`config.mk`:
```
export PLATFORM = sky130hd
export DESIGN_NAME = rolha_dispenser_ctrl
export DESIGN_NICKNAME = d
export VERILOG_FILES = /design/src/rtl/rolha_dispenser_ctrl.sv
export SDC_FILE = /design/constraint.sdc
export NUM_CORES = 1
export LEC_CHECK = 0
export CORE_MARGIN = 2
export CORE_UTILIZATION = 46
export CTS_CLUSTER_DIAMETER = 100
export DETAILED_ROUTE_END_ITERATION = 16
export PLACE_DENSITY_LB_ADDON = 0.3
export SETUP_SLACK_MARGIN = 0.3
export SLEW_MARGIN = 40
export SYNTH_ARGS = -nofsm -noshare
export SYNTH_HDL_FRONTEND = slang
export SYNTH_SLANG_ARGS = --single-unit
```
`constraint.sdc`:
```
create_clock -name clk -period 2.4 [get_ports clk]
set_clock_uncertainty 0.05 [all_clocks]
set_input_delay 0.24 -clock clk [delete_from_list [all_inputs] [get_ports clk]]
set_output_delay 0.24 -clock clk [all_outputs]
set_load 0.05 [all_outputs]
```
`src/rtl/rolha_dispenser_ctrl.sv`:
```
// ============================================================================
// Module   : rolha_dispenser_ctrl
// Brief    : Stopper dispenser controller: stock counter, batch refills,
//            timed dispense pulse with ack. Optional DISPENSER_TALLY_EN
//            adds a 16-bit completed-dispense tally port.
// Revision : 1.0
// ============================================================================
`default_nettype none

module rolha_dispenser_ctrl #(
    parameter int CAPACITY    = 20,
    parameter int CNT_W       = 5,
    parameter int ADD_BATCH   = 5,
    parameter int LOW_LEVEL   = 5,
    parameter int DISP_CYCLES = 3,
    parameter int INIT_STOCK  = 0
) (
    input  logic             clk,
    input  logic             reset,
    input  logic             req,
    input  logic             switch_add_rolha,
    output logic             disp,
    output logic             ack,
    output logic             add_rolha,
    output logic [CNT_W-1:0] stock,
    output logic             low,
    output logic             empty,
    output logic             full,
`ifdef DISPENSER_TALLY_EN
    output logic [15:0]      total,
`endif
    output logic             fault
);

    localparam int TW = $clog2(DISP_CYCLES + 1);

    localparam logic [2:0] S_IDLE     = 3'd0;
    localparam logic [2:0] S_DISP     = 3'd1;
    localparam logic [2:0] S_DONE     = 3'd2;
    localparam logic [2:0] S_WAIT_REL = 3'd3;
    localparam logic [2:0] S_STARVED  = 3'd4;

    localparam logic [TW-1:0]    TIMER_LOAD = TW'(DISP_CYCLES - 1);
    localparam logic [TW-1:0]    TIMER_ONE  = TW'(1);
    localparam logic [CNT_W:0]   CAP_X      = (CNT_W + 1)'(CAPACITY);
    localparam logic [CNT_W:0]   BATCH_X    = (CNT_W + 1)'(ADD_BATCH);
    localparam logic [CNT_W-1:0] CAP_C      = CNT_W'(CAPACITY);
    localparam logic [CNT_W-1:0] LOW_C      = CNT_W'(LOW_LEVEL);
    localparam logic [CNT_W-1:0] INIT_C     = CNT_W'(INIT_STOCK);

    logic [2:0]       state;
    logic [2:0]       state_next;
    logic [TW-1:0]    timer;
    logic [TW-1:0]    timer_next;
    logic             sw_q;
    logic             refill_edge;
    logic             dec_now;
    logic [CNT_W:0]   base;
    logic [CNT_W:0]   sum;
    logic [CNT_W-1:0] stock_next;
    logic             add_next;

    // Refill is judged against the post-decrement level, so a refill that
    // coincides with a completing dispense is never blocked by "full".
    always_comb begin
        refill_edge = switch_add_rolha & ~sw_q;
        dec_now     = (state == S_DISP) && (timer == '0);
        base        = {1'b0, stock} - {{CNT_W{1'b0}}, dec_now};
        sum         = base + BATCH_X;
        stock_next  = base[CNT_W-1:0];
        add_next    = 1'b0;
        if (refill_edge && (base < CAP_X)) begin
            add_next   = 1'b1;
            stock_next = (sum > CAP_X) ? CAP_C : sum[CNT_W-1:0];
        end
    end

    always_comb begin
        state_next = state;
        timer_next = timer;
        case (state)
            S_IDLE: begin
                if (req) begin
                    if (stock != '0) begin
                        state_next = S_DISP;
                        timer_next = TIMER_LOAD;
                    end else begin
                        state_next = S_STARVED;
                    end
                end
            end
            S_DISP: begin
                if (timer == '0) state_next = S_DONE;
                else             timer_next = timer - TIMER_ONE;
            end
            S_DONE: begin
                state_next = req ? S_WAIT_REL : S_IDLE;
            end
            S_WAIT_REL: begin
                if (!req) state_next = S_IDLE;
            end
            S_STARVED: begin
                if (!req) begin
                    state_next = S_IDLE;
                end else if (stock != '0) begin
                    state_next = S_DISP;
                    timer_next = TIMER_LOAD;
                end
            end
            default: begin
                state_next = S_IDLE;
                timer_next = '0;
            end
        endcase
    end

    always_ff @(posedge clk or negedge reset) begin
        if (!reset) begin
            state     <= S_IDLE;
            timer     <= '0;
            sw_q      <= 1'b0;
            stock     <= INIT_C;
            add_rolha <= 1'b0;
        end else begin
            state     <= state_next;
            timer     <= timer_next;
            sw_q      <= switch_add_rolha;
            stock     <= stock_next;
            add_rolha <= add_next;
        end
    end

`ifdef DISPENSER_TALLY_EN
    always_ff @(posedge clk or negedge reset) begin
        if (!reset) begin
            total <= 16'd0;
        end else if (dec_now && (total != 16'hFFFF)) begin
            total <= total + 16'd1;
        end
    end
`endif

    assign disp  = (state == S_DISP);
    assign ack   = (state == S_DONE);
    assign fault = (state == S_STARVED);
    assign low   = (stock <= LOW_C);
    assign empty = (stock == '0);
    assign full  = (stock == CAP_C);

endmodule

`default_nettype wire

```
; ---- Word-level counts from Yosys, hierarchy flattened
; Cells that the tools add are included.
[classes]
n_shift = 0
order_cmp = 3
mux = 15
reduce_logical = 10
div = 0
n_bitwise = 3
addsub = 3
multipliers = 0
n_eq_ne = 12
[ops]
columns = operator, count
row1 = 2-to-1 mux 3 bit, 6
row2 = case mux 3 bit (5 select lines), 1
row3 = 2-to-1 mux 5 bit, 2
row4 = 2-to-1 mux 2 bit, 4
row5 = AND reduction 4 bit, 2
row6 = "adder 6 x 3 -> 6 bit, second input constant", 1
row7 = "== test 3 x 2 -> 1 bit, second input constant", 2
row8 = "> comparator 6 x 5 -> 1 bit, second input constant", 1
row9 = "less-than comparator 6 x 5 -> 1 bit, second input constant", 1
row10 = "inequality test 2 x 1 -> 1 bit, second input constant", 3
row11 = "inequality test 2 bit, second input constant", 3
row12 = case mux 2 bit (3 select lines), 1
row13 = subtractor 5 x 1 -> 6 bit, 1
row14 = "== test 5 bit, second input constant", 1
row15 = "<= comparator 5 x 3 -> 1 bit, second input constant", 1
row16 = logical NOT 5 bit, 1
row17 = nonzero test 5 bit, 1
row18 = OR reduction 2 bit, 2
row19 = "== test 3 x 1 -> 1 bit, second input constant", 1
row20 = "== test 3 bit, second input constant", 1
row21 = logical NOT 3 bit, 1
row22 = "inequality test 3 x 2 -> 1 bit, second input constant", 1
row23 = logical AND 1 bit, 2
row24 = logical NOT 2 bit, 1
row25 = other kinds (4), 5
[word_totals]
regBits = 12
mem_bits_rw = 0
romBits = 0
latchBits = 0
output_inout_bits = 12
inputBits = 4
memories = 0

; ---- Longest topological paths before layout
[depth]
ltp_word = 7
ltp_mapped = 13

; ---- Worst setup path after synthesis
; Ideal clock, no wire load.
[synth_timing]
path_kind = reg2reg
start = reg state[1]
end = reg stock[0]
n_path_buf = 0
t_required_ns = 2.216
path_stages_with_launch = 14
setup_slack_ns = -0.732
arrival_time_ns = 2.948
cell_sequence = dfrtp_1 > inv_1 > nand2_1 > nor2_1 > and2_1 > ha_1 > ha_1 > inv_1 > ha_1 > nor2b_1 > o21ai_0 > o221ai_1 > o311ai_1 > mux2i_1
[synth_via]
elab_chain_len = 7
word_cells_on_any_way = 9
[synth_lines]
columns = element, line
row1 = "start, declared", 51  ; logic [2:0] state;
row2 = "start signal, assigned", 125  ; state <= state_next;
row3 = == test 3 x 1 -> 1 bit *, --
row4 = net disp, 22  ; output logic disp,
row5 = logical AND 1 bit *, 67  ; dec_now = (state == S_DISP) && (timer == '0);
row6 = subtractor 5 x 1 -> 6 bit *, 68  ; base = {1'b0, stock} - {{CNT_W{1'b0}}, dec_now};
row7 = adder 6 x 3 -> 6 bit, 69  ; sum = base + BATCH_X;
row8 = > comparator 6 x 5 -> 1 bit, 74  ; stock_next = (sum > CAP_X) ? CAP_C : sum[CNT_W-1:0];
row9 = 2-to-1 mux 5 bit, 74
row10 = 2-to-1 mux 5 bit *, 72  ; if (refill_edge && (base < CAP_X)) begin
row11 = net stock_next[0], 60  ; logic [CNT_W-1:0] stock_next;
row12 = "end signal, assigned", 128  ; stock <= stock_next;
row13 = "end, declared", 25  ; output logic [CNT_W-1:0] stock,
; Mark *: on every way through the listed nets, which the timed path passes. The rest lies on a longest branch.
; A chain may end at the register's enable or synchronous reset.

; ---- Worst setup path after layout
[layout_timing]
start = reg state[1]
end = reg stock[2]
[layout_via]
elab_chain_len = 7
word_cells_on_any_way = 9
[layout_lines]
columns = element, line
row1 = == test 3 x 1 -> 1 bit *, 67
row2 = logical AND 1 bit *, 67
row3 = subtractor 5 x 1 -> 6 bit *, 68
row4 = adder 6 x 3 -> 6 bit, 69
row5 = > comparator 6 x 5 -> 1 bit, 74
row6 = 2-to-1 mux 5 bit, 74
row7 = 2-to-1 mux 5 bit *, 72
row8 = net stock_next[2], 60
; Marked as above.

==> summary.md <==
| Metric | Value |
|---|---|
| Seq/Total Area, Yosys | `0.343` |
| Max Fclk | `427 MHz` |
| Die width | `47.6 um` |
| Leakage | `0.563 nW` |
| Clk sinks | `12` |
| CTS tree | `done` |
| Fin crit share | `0.977` |
| Tot GR Track Use | `0.223` |
| Vias in the first global route | `roughly 770` |
| Area contributors post-synth | `dfrtp_1, ha_1, nor2_1, o21ai_1, inv_1` |
| Reg-to-reg endpoint | `stock[2]` |
| Final hold vios | `0` |
| # DRC | `0` |
| Pwr Density | `1590 nW/um^2` |
| CP Launch Type | `register` |
| Flops & latches, synth | `12` |
| GPL Wtd Cong | `roughly 0.84` |
| R2R setup slack | `60 ps` |
| Worst IR Drop VDD | `0.000958 V` |
| Initial Util | `0.496` |
| Die Area | `2270 um^2` |
| Chip height | `47.6 um` |
| Vias/cell | `5.73` |
| Max cap viols | `0` |
| Inserted Clock Buffers | `3` |
| Largest net degree at the start of global routing | `13` |
| Max-slew headroom | `0.635` |
| Async SR Flop Fraction | `1.00` |
| IO Port Bufs | `15` |
| Initial antenna violation count | `0` |
| Clk_lat worst skew | `between 200 and 300 ps` |
| 1st-iter DRT viols | `32` |
| Final Slew Violations | `0` |
| Final min period | `2340 ps` |
| Yosys top cell area share | `0.343` |
| Grt ovf | `0` |
| Design Power | `2.08 mW` |
| Std cell rows | `15` |
| Slew @ Worst Pin | `545 ps` |
| Clock buffer depth | `2` |
| Synth cell types | `39` |
| Hold Crit Class | `primary input to async pin` |
| Worst-path maximum fanout | `5` |
| Setup-failing EPs final | `0` |
| Area of the core | `1760 um^2` |
| Layout cell share with drive strength beyond 1 | `0.318` |
| Gate count after technology mapping | `103` |
| First-pass GRT wire length | `3.52 mm` |
| Critical Path AT | `2500 ps` |
| Clk pin slew, worst setup/hold paths | `70 ps` |
| Boundary Pins | `16` |
| DR vias | `900` |
| Largest area contributor in the netlist | `dfrtp_1` |
| H-Tree Level Count | `1` |
| EDFF count, synth | `0` |
| Synth warnings | `0` |
| Status | `finished, final reports clean` |
| Type of the worst setup path | `register to register` |
| Worst Path Required | `2550 ps` |
| Dpl hpwl | `1.58 mm` |
| Area Overhead vs Synth | `49.8%` |
| CTS root buf | `clkbuf_4` |
| Drt wl/cell | `15.0 um` |
| Post-Route WL | `2.36 mm` |
| Antenna Nets Post-Route | `0` |
| Unrepaired setup endpoints after global routing | `true` |
| Synth Flop Type | `dfrtp_1` |
| Worst r2r path cells | `11` |
| Final core occ | `0.743` |
| Synthesized area | `875 um^2` |
| Synthesized area per cell | `8.49 um^2` |
| Ant diodes | `0` |
| Crit. End Element | `register` |
| Fin nets | `141` |
| Drt pass-1 iters | `4` |
| R2R Path Start | `state[1]` |
| Net Count, Synth | `around 110` |
==> cell usage after synthesis, drive strengths merged (2+ instances only) <==
cell     n
and2     2
o21ai    9
buf      5
nand3    2
nor2b    2
nor2    12
xnor2    3
dfrtp   12
a21oi    6
inv      9
ha       4
and3     2
nand2    9
nand2b   2
nor3     2
nor3b    2
==> cell type report <==
type | instances | area, um^2
sequential | 12 | 300
timing repair buffer | 30 | 272
fill | 137 | 454
inverter | 9 | 33.8
multi-input combinational | 77 | 637
clock buffer | 4 | 36.3
tap | 25 | 31.3
==> state kept, by name, indices dropped and copies added (netlist names) <==
signal,flops
timer,2
sw_q,1
state,3
stock,5
add_rolha,1
==> where the power goes <==
group	total [mW]	switching (mW)	internal, mW
clock	0.157	0.0652	0.0923
combinational	1.52	0.864	0.660
sequential	0.402	0.123	0.279
==> through the flow <==
step           setup TNS, ps  area [um^2]  worst slack (ps)  hold slack (ps)  instances
6_report                   0         1310              55.5              270        157
3_3_place_gp               0         1150               107              469        146
5_1_grt                 -108         1310             -86.9              313        157
3_5_place_dp               0         1150              27.9              474        146
4_1_cts                    0         1230               106              276        154
2_1_floorplan           -254          943              -108             -106        103
==> how the worst max path moves through the flow <==
stage / startpoint / endpoint / slack (ps) / cells after the start
after floorplan: state[1] / stock[2] / -110 / 12
after global placement: timer[0] / stock[2] / 110 / 12
after detailed placement: timer[0] / stock[0] / 30 / 12
after CTS: timer[0] / stock[2] / 110 / 12
after global routing: state[1] / stock[2] / -90 / 11
final: state[1] / stock[2] / 60 / 11
==> critical path: stages, from the launching register on <==
cell	delay (ps)
dfrtp_1	390
inv_2	80
nand2_4	60
nor2_4	130
and2_4	160
ha_4	140
ha_4	200
nor3b_4	240
xnor2_2	110
a311o_1	350
a31oi_1	150
o221a_1	220
==> cells in the final DEF, fill, tap and decap left out, types with 2 or more instances in the layout <==
cell type	Yosys	layout
a21oi_1	6	6
and3_1	2	2
buf_4	0	15
clkbuf_4	0	3
clkdlybuf4s50_1	0	9
dfrtp_1	12	12
dlygate4sd2_1	0	3
ha_4	0	4
inv_1	9	6
inv_2	0	3
nand2_1	9	8
nand2b_1	2	2
nand3_1	2	2
nor2_1	12	9
nor2_2	0	2
nor3_1	2	2
o21ai_1	7	7
==> logic make-up (layout without fill, tap and decap cells) <==
kind of cell    count (synthesis)  after routing  synth area share
simple gates                   40             40             0.247
fa+ha+maj                       4              4            0.0572
mux                             1              1            0.0114
compound gates                 28             28             0.210
flops                          12             12             0.343
xor+xnor                        4              4            0.0487
buf+inv                        14             43            0.0815
==> routing by layer <==
layer / GRT usage / vias up / routed length, um
li1: - / 428 / -
met1: 0.301 / 436 / 1060
met2: 0.378 / 34 / 1170
met3: 0.0566 / 2 / 111
met4: 0.0162 / 0 / 21
met5: 0 / - / 0
==> repair_timing <==
action / 4_1_cts / 5_1_grt
resized for setup: 10 / 10
hold buffers: 0 / 0
setup endpoints to repair: 9 / 9
setup buffers: 4 / 3
pin swaps: 12 / 8
Power figures use the tool's default switching activity.
